<file path="src/rtl/apb_mem_slave_p.sv">
// apb_mem_slave_p: parametrised APB4 scratch-memory slave with byte strobes,
// alignment/range error response, programmable wait states and
// zero-bubble back-to-back transfers.
//
// Ports:
//   pclk_i     clock, rising edge
//   preset_i   synchronous active-high reset (clears outputs and memory)
//   paddr_i    byte address
//   psel_i     slave select
//   penable_i  access phase
//   pwrite_i   1 = write, 0 = read
//   pwdata_i   write data
//   pstrb_i    write byte strobes
//   prdata_o   read data, valid while pready_o = 1
//   pready_o   transfer complete
//   pslverr_o  error response, valid while pready_o = 1
//
// Optional build macro: APB_MEM_PSTRB_EN
//   defined   -> pstrb_i selects which byte lanes a write updates
//   undefined -> pstrb_i is ignored, writes update the full word

module apb_mem_slave_p #(
    parameter int ADDR_WIDTH  = 8,
    parameter int DATA_WIDTH  = 32,
    parameter int DEPTH       = 64,
    parameter int WAIT_STATES = 0
) (
    input  logic                    pclk_i,
    input  logic                    preset_i,
    input  logic [ADDR_WIDTH-1:0]   paddr_i,
    input  logic                    psel_i,
    input  logic                    penable_i,
    input  logic                    pwrite_i,
    input  logic [DATA_WIDTH-1:0]   pwdata_i,
    input  logic [DATA_WIDTH/8-1:0] pstrb_i,
    output logic [DATA_WIDTH-1:0]   prdata_o,
    output logic                    pready_o,
    output logic                    pslverr_o
);

    localparam int STRB_W = DATA_WIDTH / 8;
    localparam int LSB    = $clog2(STRB_W);
    localparam int MEM_AW = (DEPTH > 1) ? $clog2(DEPTH) : 1;

    localparam logic [ADDR_WIDTH-1:0] ALIGN_MASK =
        ADDR_WIDTH'((1 << LSB) - 1);
    localparam logic [ADDR_WIDTH:0] DEPTH_A = (ADDR_WIDTH+1)'(DEPTH);
    localparam logic [3:0] WS = 4'(WAIT_STATES);

    typedef enum logic {
        IDLE,
        ACCESS
    } state_e;

    state_e                  state_q, state_d;
    logic [3:0]              cnt_q, cnt_d;
    logic                    pready_q, pready_d;
    logic                    pslverr_q, pslverr_d;
    logic [DATA_WIDTH-1:0]   prdata_q, prdata_d;
    logic [MEM_AW-1:0]       idx_q, idx_d;
    logic                    write_q, write_d;
    logic [DATA_WIDTH-1:0]   wdata_q, wdata_d;
    logic                    err_q, err_d;
    logic [STRB_W-1:0]       wmask;
    logic                    mem_we;

    logic [DATA_WIDTH-1:0]   mem_q [DEPTH];

    // Setup-phase decode of the incoming address.
    logic [ADDR_WIDTH-1:0]   word_a;
    logic [MEM_AW-1:0]       setup_idx;
    logic                    setup_err;

    assign word_a    = paddr_i >> LSB;
    assign setup_idx = paddr_i[LSB +: MEM_AW];
    assign setup_err = (|(paddr_i & ALIGN_MASK)) ||
                       ({1'b0, word_a} >= DEPTH_A);

`ifdef APB_MEM_PSTRB_EN
    logic [STRB_W-1:0] strb_q, strb_d;
    assign wmask = strb_q;
`else
    logic unused_pstrb;
    assign unused_pstrb = ^pstrb_i;
    assign wmask        = '1;
`endif

    always_comb begin
        state_d   = state_q;
        cnt_d     = cnt_q;
        pready_d  = pready_q;
        pslverr_d = pslverr_q;
        prdata_d  = prdata_q;
        idx_d     = idx_q;
        write_d   = write_q;
        wdata_d   = wdata_q;
        err_d     = err_q;
`ifdef APB_MEM_PSTRB_EN
        strb_d    = strb_q;
`endif
        mem_we    = 1'b0;

        unique case (state_q)
            IDLE: begin
                // penable without a preceding setup phase is ignored.
                if (psel_i && !penable_i) begin
                    state_d = ACCESS;
                    idx_d   = setup_idx;
                    write_d = pwrite_i;
                    wdata_d = pwdata_i;
                    err_d   = setup_err;
`ifdef APB_MEM_PSTRB_EN
                    strb_d  = pstrb_i;
`endif
                    if (WAIT_STATES == 0) begin
                        pready_d  = 1'b1;
                        pslverr_d = setup_err;
                        prdata_d  = (setup_err || pwrite_i) ?
                                    '0 : mem_q[setup_idx];
                    end else begin
                        cnt_d = WS;
                    end
                end
            end
            ACCESS: begin
                if (!psel_i) begin
                    // Master dropped select mid-transfer: abort.
                    state_d   = IDLE;
                    cnt_d     = '0;
                    pready_d  = 1'b0;
                    pslverr_d = 1'b0;
                    prdata_d  = '0;
                end else if (penable_i) begin
                    if (pready_q) begin
                        mem_we    = write_q && !err_q;
                        state_d   = IDLE;
                        pready_d  = 1'b0;
                        pslverr_d = 1'b0;
                        prdata_d  = '0;
                    end else if (cnt_q != 4'd0) begin
                        cnt_d = cnt_q - 4'd1;
                        if (cnt_q == 4'd1) begin
                            pready_d  = 1'b1;
                            pslverr_d = err_q;
                            prdata_d  = (err_q || write_q) ?
                                        '0 : mem_q[idx_q];
                        end
                    end
                end
            end
            default: state_d = IDLE;
        endcase
    end

    always_ff @(posedge pclk_i) begin
        if (preset_i) begin
            state_q   <= IDLE;
            cnt_q     <= '0;
            pready_q  <= 1'b0;
            pslverr_q <= 1'b0;
            prdata_q  <= '0;
            idx_q     <= '0;
            write_q   <= 1'b0;
            wdata_q   <= '0;
            err_q     <= 1'b0;
`ifdef APB_MEM_PSTRB_EN
            strb_q    <= '0;
`endif
        end else begin
            state_q   <= state_d;
            cnt_q     <= cnt_d;
            pready_q  <= pready_d;
            pslverr_q <= pslverr_d;
            prdata_q  <= prdata_d;
            idx_q     <= idx_d;
            write_q   <= write_d;
            wdata_q   <= wdata_d;
            err_q     <= err_d;
`ifdef APB_MEM_PSTRB_EN
            strb_q    <= strb_d;
`endif
        end
    end

    always_ff @(posedge pclk_i) begin
        if (preset_i) begin
            for (int i = 0; i < DEPTH; i++) begin
                mem_q[i] <= '0;
            end
        end else if (mem_we) begin
            for (int b = 0; b < STRB_W; b++) begin
                if (wmask[b]) begin
                    mem_q[idx_q][8*b +: 8] <= wdata_q[8*b +: 8];
                end
            end
        end
    end

    assign prdata_o  = prdata_q;
    assign pready_o  = pready_q;
    assign pslverr_o = pslverr_q;

endmodule

</file>
<file path="config.mk">
export PLATFORM = sky130hd
export DESIGN_NAME = apb_mem_slave_p
export DESIGN_NICKNAME = d
export VERILOG_FILES = /design/src/rtl/apb_mem_slave_p.sv
export SDC_FILE = /design/constraint.sdc
export NUM_CORES = 2
export LEC_CHECK = 0
export BUFFER_PORTS_ARGS = -buffer_cell sky130_fd_sc_hd__buf_2
export CORE_ASPECT_RATIO = 0.75
export CORE_UTILIZATION = 50
export DETAILED_ROUTE_END_ITERATION = 7
export PLACE_DENSITY = 0.68
export SYNTH_ARGS = -nofsm -noshare
export SYNTH_HDL_FRONTEND = slang
export SYNTH_SLANG_ARGS = --single-unit
export TNS_END_PERCENT = 1
</file>
<file path="constraint.sdc">
create_clock -name pclk_i -period 7.3 [get_ports pclk_i]
set_input_delay 1.46 -clock pclk_i [delete_from_list [all_inputs] [get_ports pclk_i]]
set_output_delay 1.46 -clock pclk_i [all_outputs]
set_load 0.01 [all_outputs]
</file>
==> After elaboration in Yosys (flattened, before gate mapping) <==
Memories as Yosys holds them, arrays and structs flattened. A register that Yosys moved wholly into a read port is not among the register bits.
Cells that the tools add are included.
{ "word_totals": {"ff_bits": 79, "latch_bits": 0, "ramBits": 2048, "mem_bits_ro": 0, "input_bits": 49, "wordCells": 81, "mem_count": 1} }
{ "memory_table": {"columns": ["name", "depth", "width", "rd", "rd_clocked_by_memory_dff", "wr", "line_no", "text"], "rows": [
  ["mem_q", 64, 32, 2, 1, 64, "67", "logic [DATA_WIDTH-1:0] mem_q [DEPTH];"]
]} }
{ "op_classes": {"addsub": 1, "multipliers": 0, "div_mod_pow": 0, "n_lt_le_gt_ge": 1, "eq_ne": 7, "shifts": 0, "muxes": 47, "bitwise": 1, "reduce_logical": 14} }
{ "op_table": {"columns": ["op", "count"], "rows": [
  ["32-bit two-way mux", 9],
  ["32-bit one-hot mux with 2 select lines", 1],
  ["32-bit OR reduction", 1],
  ["1-bit two-way mux", 26],
  ["4-bit two-way mux", 5],
  ["6-bit two-way mux", 3],
  ["4-bit by 2-bit != test with 1-bit output, second input constant", 2],
  ["4-bit AND reduction", 2],
  ["6-bit by 7-bit greater-or-equal comparator with 1-bit output, second input constant", 1],
  ["3-bit != test, second input constant", 2],
  ["1-bit one-hot mux with 2 select lines", 3],
  ["4-bit by 1-bit equality test with 1-bit output, second input constant", 1],
  ["2-bit AND reduction", 2],
  ["4-bit nonzero test", 1],
  ["4-bit by 1-bit subtractor with 4-bit output, second input constant", 1],
  ["1-bit logical OR", 3],
  ["3-bit by 2-bit != test with 1-bit output, second input constant", 1],
  ["1-bit logical AND", 2],
  ["1-bit zero test", 2],
  ["2-bit != test, second input constant", 1],
  ["2-bit OR reduction", 1],
  ["1-bit inverter", 1]
]} }

==> Logic depth before layout (Yosys ltp) <==
{ "depth": {"depth_word": 11, "depth_mapped": 13, "mapped_depth_nobuf": 8} }

==> Worst setup path before layout <==
No wires, ideal clock.
{ "synth_timing": {"path_type": "input-to-reg", "start": "input port paddr_i[3]", "end": "register prdata_q[30] (netlist: prdata_o[30])", "setup_time_ns": 0.134, "arrival_ns": 3.544, "setup_slack_ns": 3.622, "stages": 8, "path_buffers": 4, "cell_sequence": "buf_2 > buf_2 > buf_2 > buf_1 > mux4_2 > mux4_2 > a221oi_1 > o211ai_1"} }
{ "synth_via": {"elab_chain_cells": 6, "word_cells_on_any_way": 7, "classes_between": "1 x order compare; 3 x mux; 2 x reduce/logical; 1 x memory"} }
{ "synth_lines": {"columns": ["item", "line_no", "text"], "rows": [
  ["from (decl)", "30", "input logic [ADDR_WIDTH-1:0] paddr_i,"],
  ["branches (longest 3 deep; another with memory read 64 x 32 bit)", null, null],
  ["32-bit two-way mux (*)", "118", "prdata_d = (setup_err || pwrite_i) ?"],
  ["32-bit two-way mux (*)", "106", "if (psel_i && !penable_i) begin"],
  ["32-bit one-hot mux with 2 select lines (*)", "103", "unique case (state_q)"],
  ["to (signal assigned)", "174", "prdata_q <= prdata_d;"],
  ["to (decl)", "59", "logic [DATA_WIDTH-1:0] prdata_q, prdata_d;"]
]} }
Mark *: on every way between the ends. The select of a mux whose other input is x is not followed.
A chain may end at the register's enable or synchronous reset.

==> results.txt <==
Skew final - 0.0472 ns
Crit-path cells - buf_2 > nand4b_1 > nor4_2 > nand2_1 > nor2_4 > buf_4 > or2_2 > buf_4
Arr. time, crit path - 5.20 ns
Setup TNS - 0 ns
Sequential share of the synthesized area - 56.0%
Worst R2R End - mem_q[4][24]$_SDFFCE_PN0P_
Post-CTS Resized - 0
Nature of the critical path startpoint - primary input
Worst-path cell with the longest stage delay - nand2_1
Finished Cell Area - 123000 sq um
TritonCTS clock tree - built
Worst-Margin Slew - 1.66 ns
R2r worst-path depth - 7
Dpl ws - 1.92 ns
Critical path origin - penable_i
Core area - 224000 sq um
Worst path bufs/invs - 3
CP endpoint kind - flip-flop
IO Count - 83
Setup bufs post-CTS - 0
NumNets Final - 7067
DP Area - 116000 sq um
Worst hold path class - reg -> reg
Pwr/cell area - 227 nW/um^2
Post-synthesis compound-gate area fraction - 2.05%
Reg2reg setup slack - 2.74 ns
Cells after Synth - 7215
GRT Util Overall - 34.4%
Hold path startpoint - wdata_q[23]$_SDFFE_PP0P_
Largest delay share family, worst path - simple AND/OR/NAND/NOR gates
Root Buffer - clkbuf_16
Residual DRC - 0
Number of global-route vias before repair - 68505
Cells after DPL - 9758
First-pass GRT wire length - 541000 um
Reg-to-reg startpoint - pready_o$_SDFFE_PP0P_
Pleak - 42.7 nW
Leading area contributor after synthesis - edfxtp_1
DIE HEIGHT - 414 um
Failing checks - max-capacitance violations, max-slew violations
Largest net degree at the start of global routing - 110
Later-pin clock latency in the skew report - 0.90 ns
Cell Rows - 150
Initial antenna violation count - 33
GPL Wtd Cong - 0.938
Post-layout min period - 4.69 ns
Die area - 228000 sq um
Post-Synth Simple-Gate Area - 13.6%
Pins Over Slew Limit - 16
WL final - 389000 um
Worst-path clk slew - 0.06 ns
Synth Area in Adders - 0.0554%
Netlist Area Pre-Place - 113000 sq um
Grt ovf - 0
Die W - 551 um
Max cap viols - 2
Setup violations, final - 0
Final ANT Viol Nets - 0
DP HPWL - 245000 um
Vias - 70555
H-tree depth reported by CTS - 4
Drt wl/cell - 38.3 um
Syn avg cell area - 15.6 sq um
Vias/cell - 6.95
Hold buffer count at CTS - 0
Final hold violation count - 0
Flops & latches, synth - 2133
Worst-path fanout max - 33
Synth async-reset ratio - 0%
Area growth, synth to finish - 9.08%
Period Utilization, post-route - 64.2%
Mux contribution to synthesized area - 25.0%
Setup CP Type - in -> reg
Slowest stage delay, CP - 0.70 ns
CTS Buf Count - 217
Rel. slew slack - -10.8%
Top cells by count, synth - and2_1 (2071), edfxtp_1 (2048), mux4_2 (1149)
WP data required - 7.81 ns
Net Count, Synth - 7269
Clock sink count - 2133
Number of I/O port buffers - 78
Iter 0 DRT Violations - 12789
Peak VDD IR - 0.000196 V
Initial Utilization - 50.5%
Most used cell, CP - buf_4
Ys flop type - edfxtp_1
Syn. warnings - 0
Synth area leaders - edfxtp_1 (54%), mux4_2 (23%), and2_1 (11%)
Largest family of logic cells by synthesized area - multiplexers
Hold Path End - wdata_q[23]$_SDFFE_PP0P_
Synth top area share - 54.5%
Finished Layout Cells - 10157
Fmax - 0.213 GHz
Worst setup margin - 2.61 ns
Hold path depth - 2
RSZ-0062 raised after global routing - no
Max clock buf depth - 4
DR pass1 iterations - 8
EDFF count, synth - 2048
Share of cells above drive strength 1 - 28.1%
Most frequent cell after synthesis - and2_1
Synth Area in XOR/XNOR - 0.0233%
Outcome - complete, but fails checks
Yosys cell types - 71
cells by family after synthesis:
logic type,after synthesis
simple gates,2578
mux,1383
flops,2133
compound gates,313
fa+ha+maj,5
xor+xnor,3
buf+inv,800
cells in the final DEF (no fill, tap or decap), types with 11 or more instances in the layout:
| cell | count |
|---|---|
| and2_1 | 2071 |
| edfxtp_1 | 2048 |
| mux4_2 | 1149 |
| buf_4 | 264 |
| clkbuf_16 | 220 |
| mux2i_1 | 215 |
| nand2_1 | 144 |
| nor2_1 | 97 |
| buf_2 | 73 |
| or2_2 | 66 |
| nor2_4 | 59 |
| clkbuf_1 | 47 |
| dfxtp_1 | 47 |
| clkinv_2 | 46 |
| a211oi_1 | 44 |
| clkinv_1 | 41 |
| a21oi_1 | 35 |
| dfxtp_2 | 35 |
| nand3_1 | 34 |
| a22oi_1 | 33 |
| nor2b_1 | 27 |
| o21ai_0 | 25 |
| buf_12 | 23 |
| mux2_2 | 19 |
| a31oi_1 | 19 |
| a2111oi_0 | 18 |
| nor3_1 | 15 |
| o211ai_1 | 15 |
| bufinv_16 | 15 |
| and3_1 | 14 |
| o221ai_1 | 14 |
| diode_2 | 12 |
| a221oi_1 | 12 |
| a32oi_1 | 12 |
| o22ai_1 | 11 |
power breakdown:
group | leakage [nW] | internal, mW | switching (mW)
sequential | 21.9 | 13.8 | 0.314
combinational | 17.5 | 1.11 | 1.74
clock | 3.30 | 6.09 | 4.90
stage by stage:
stage | hold slack [ns] | util, % | power, mW
6_report | 0.507 | 55.0 | 27.9
3_3_place_gp | 0.465 | 52.0 | 17.1
4_1_cts | 0.510 | 55.0 | 27.9
5_1_grt | 0.523 | 55.0 | 28.5
2_1_floorplan | 0.482 | - | 15.9
3_5_place_dp | 0.495 | 52.0 | 17.1
layout make-up:
class	instances	area, sq um
fillers	17453	101000
well taps	2964	3710
multi-input cells	4282	46500
diodes	12	30.0
inverters	16	76.3
clock buffers	274	5770
clock inverters	113	957
flip-flops and latches	2133	63300
repair buffers	363	2850
worst min-delay path: cells and delay by family (launching register included):
family	cells	cell delay (ns)
DFF	1	0.33
and+or+nand+nor	1	0.08
muxes	1	0.06
worst max-delay path by stage:
stage | end | slack, ns | depth (start not counted)
2_1_floorplan | prdata_o[30]$_SDFFE_PP0P_ | 3.62 | 8
3_3_place_gp | mem_q[4][14]$_SDFFCE_PN0P_ | 1.93 | 8
3_5_place_dp | mem_q[4][14]$_SDFFCE_PN0P_ | 1.92 | 8
4_1_cts | mem_q[4][24]$_SDFFCE_PN0P_ | 2.83 | 8
5_1_grt | mem_q[4][24]$_SDFFCE_PN0P_ | 2.75 | 8
6_report | mem_q[4][24]$_SDFFCE_PN0P_ | 2.61 | 8
layer usage:
metal,vias to the layer above,share of wire [%],GRT usage [%]
met4,15,5.7,16.2
li1,27318,-,-
met3,1006,16,12.6
met1,36312,36,47.5
met5,-,0.073,0.315
met2,5904,42,48.4
sequential cells by signal (all words and copies together), names as in the netlist, named ones only:
signal     cells
wdata_q       32
cnt_q          4
idx_q          6
state_q        1
prdata_o      32
pready_o       1
err_q          1
pslverr_o      1
mem_q       2048
write_q        1
Power figures use the tool's default switching activity.
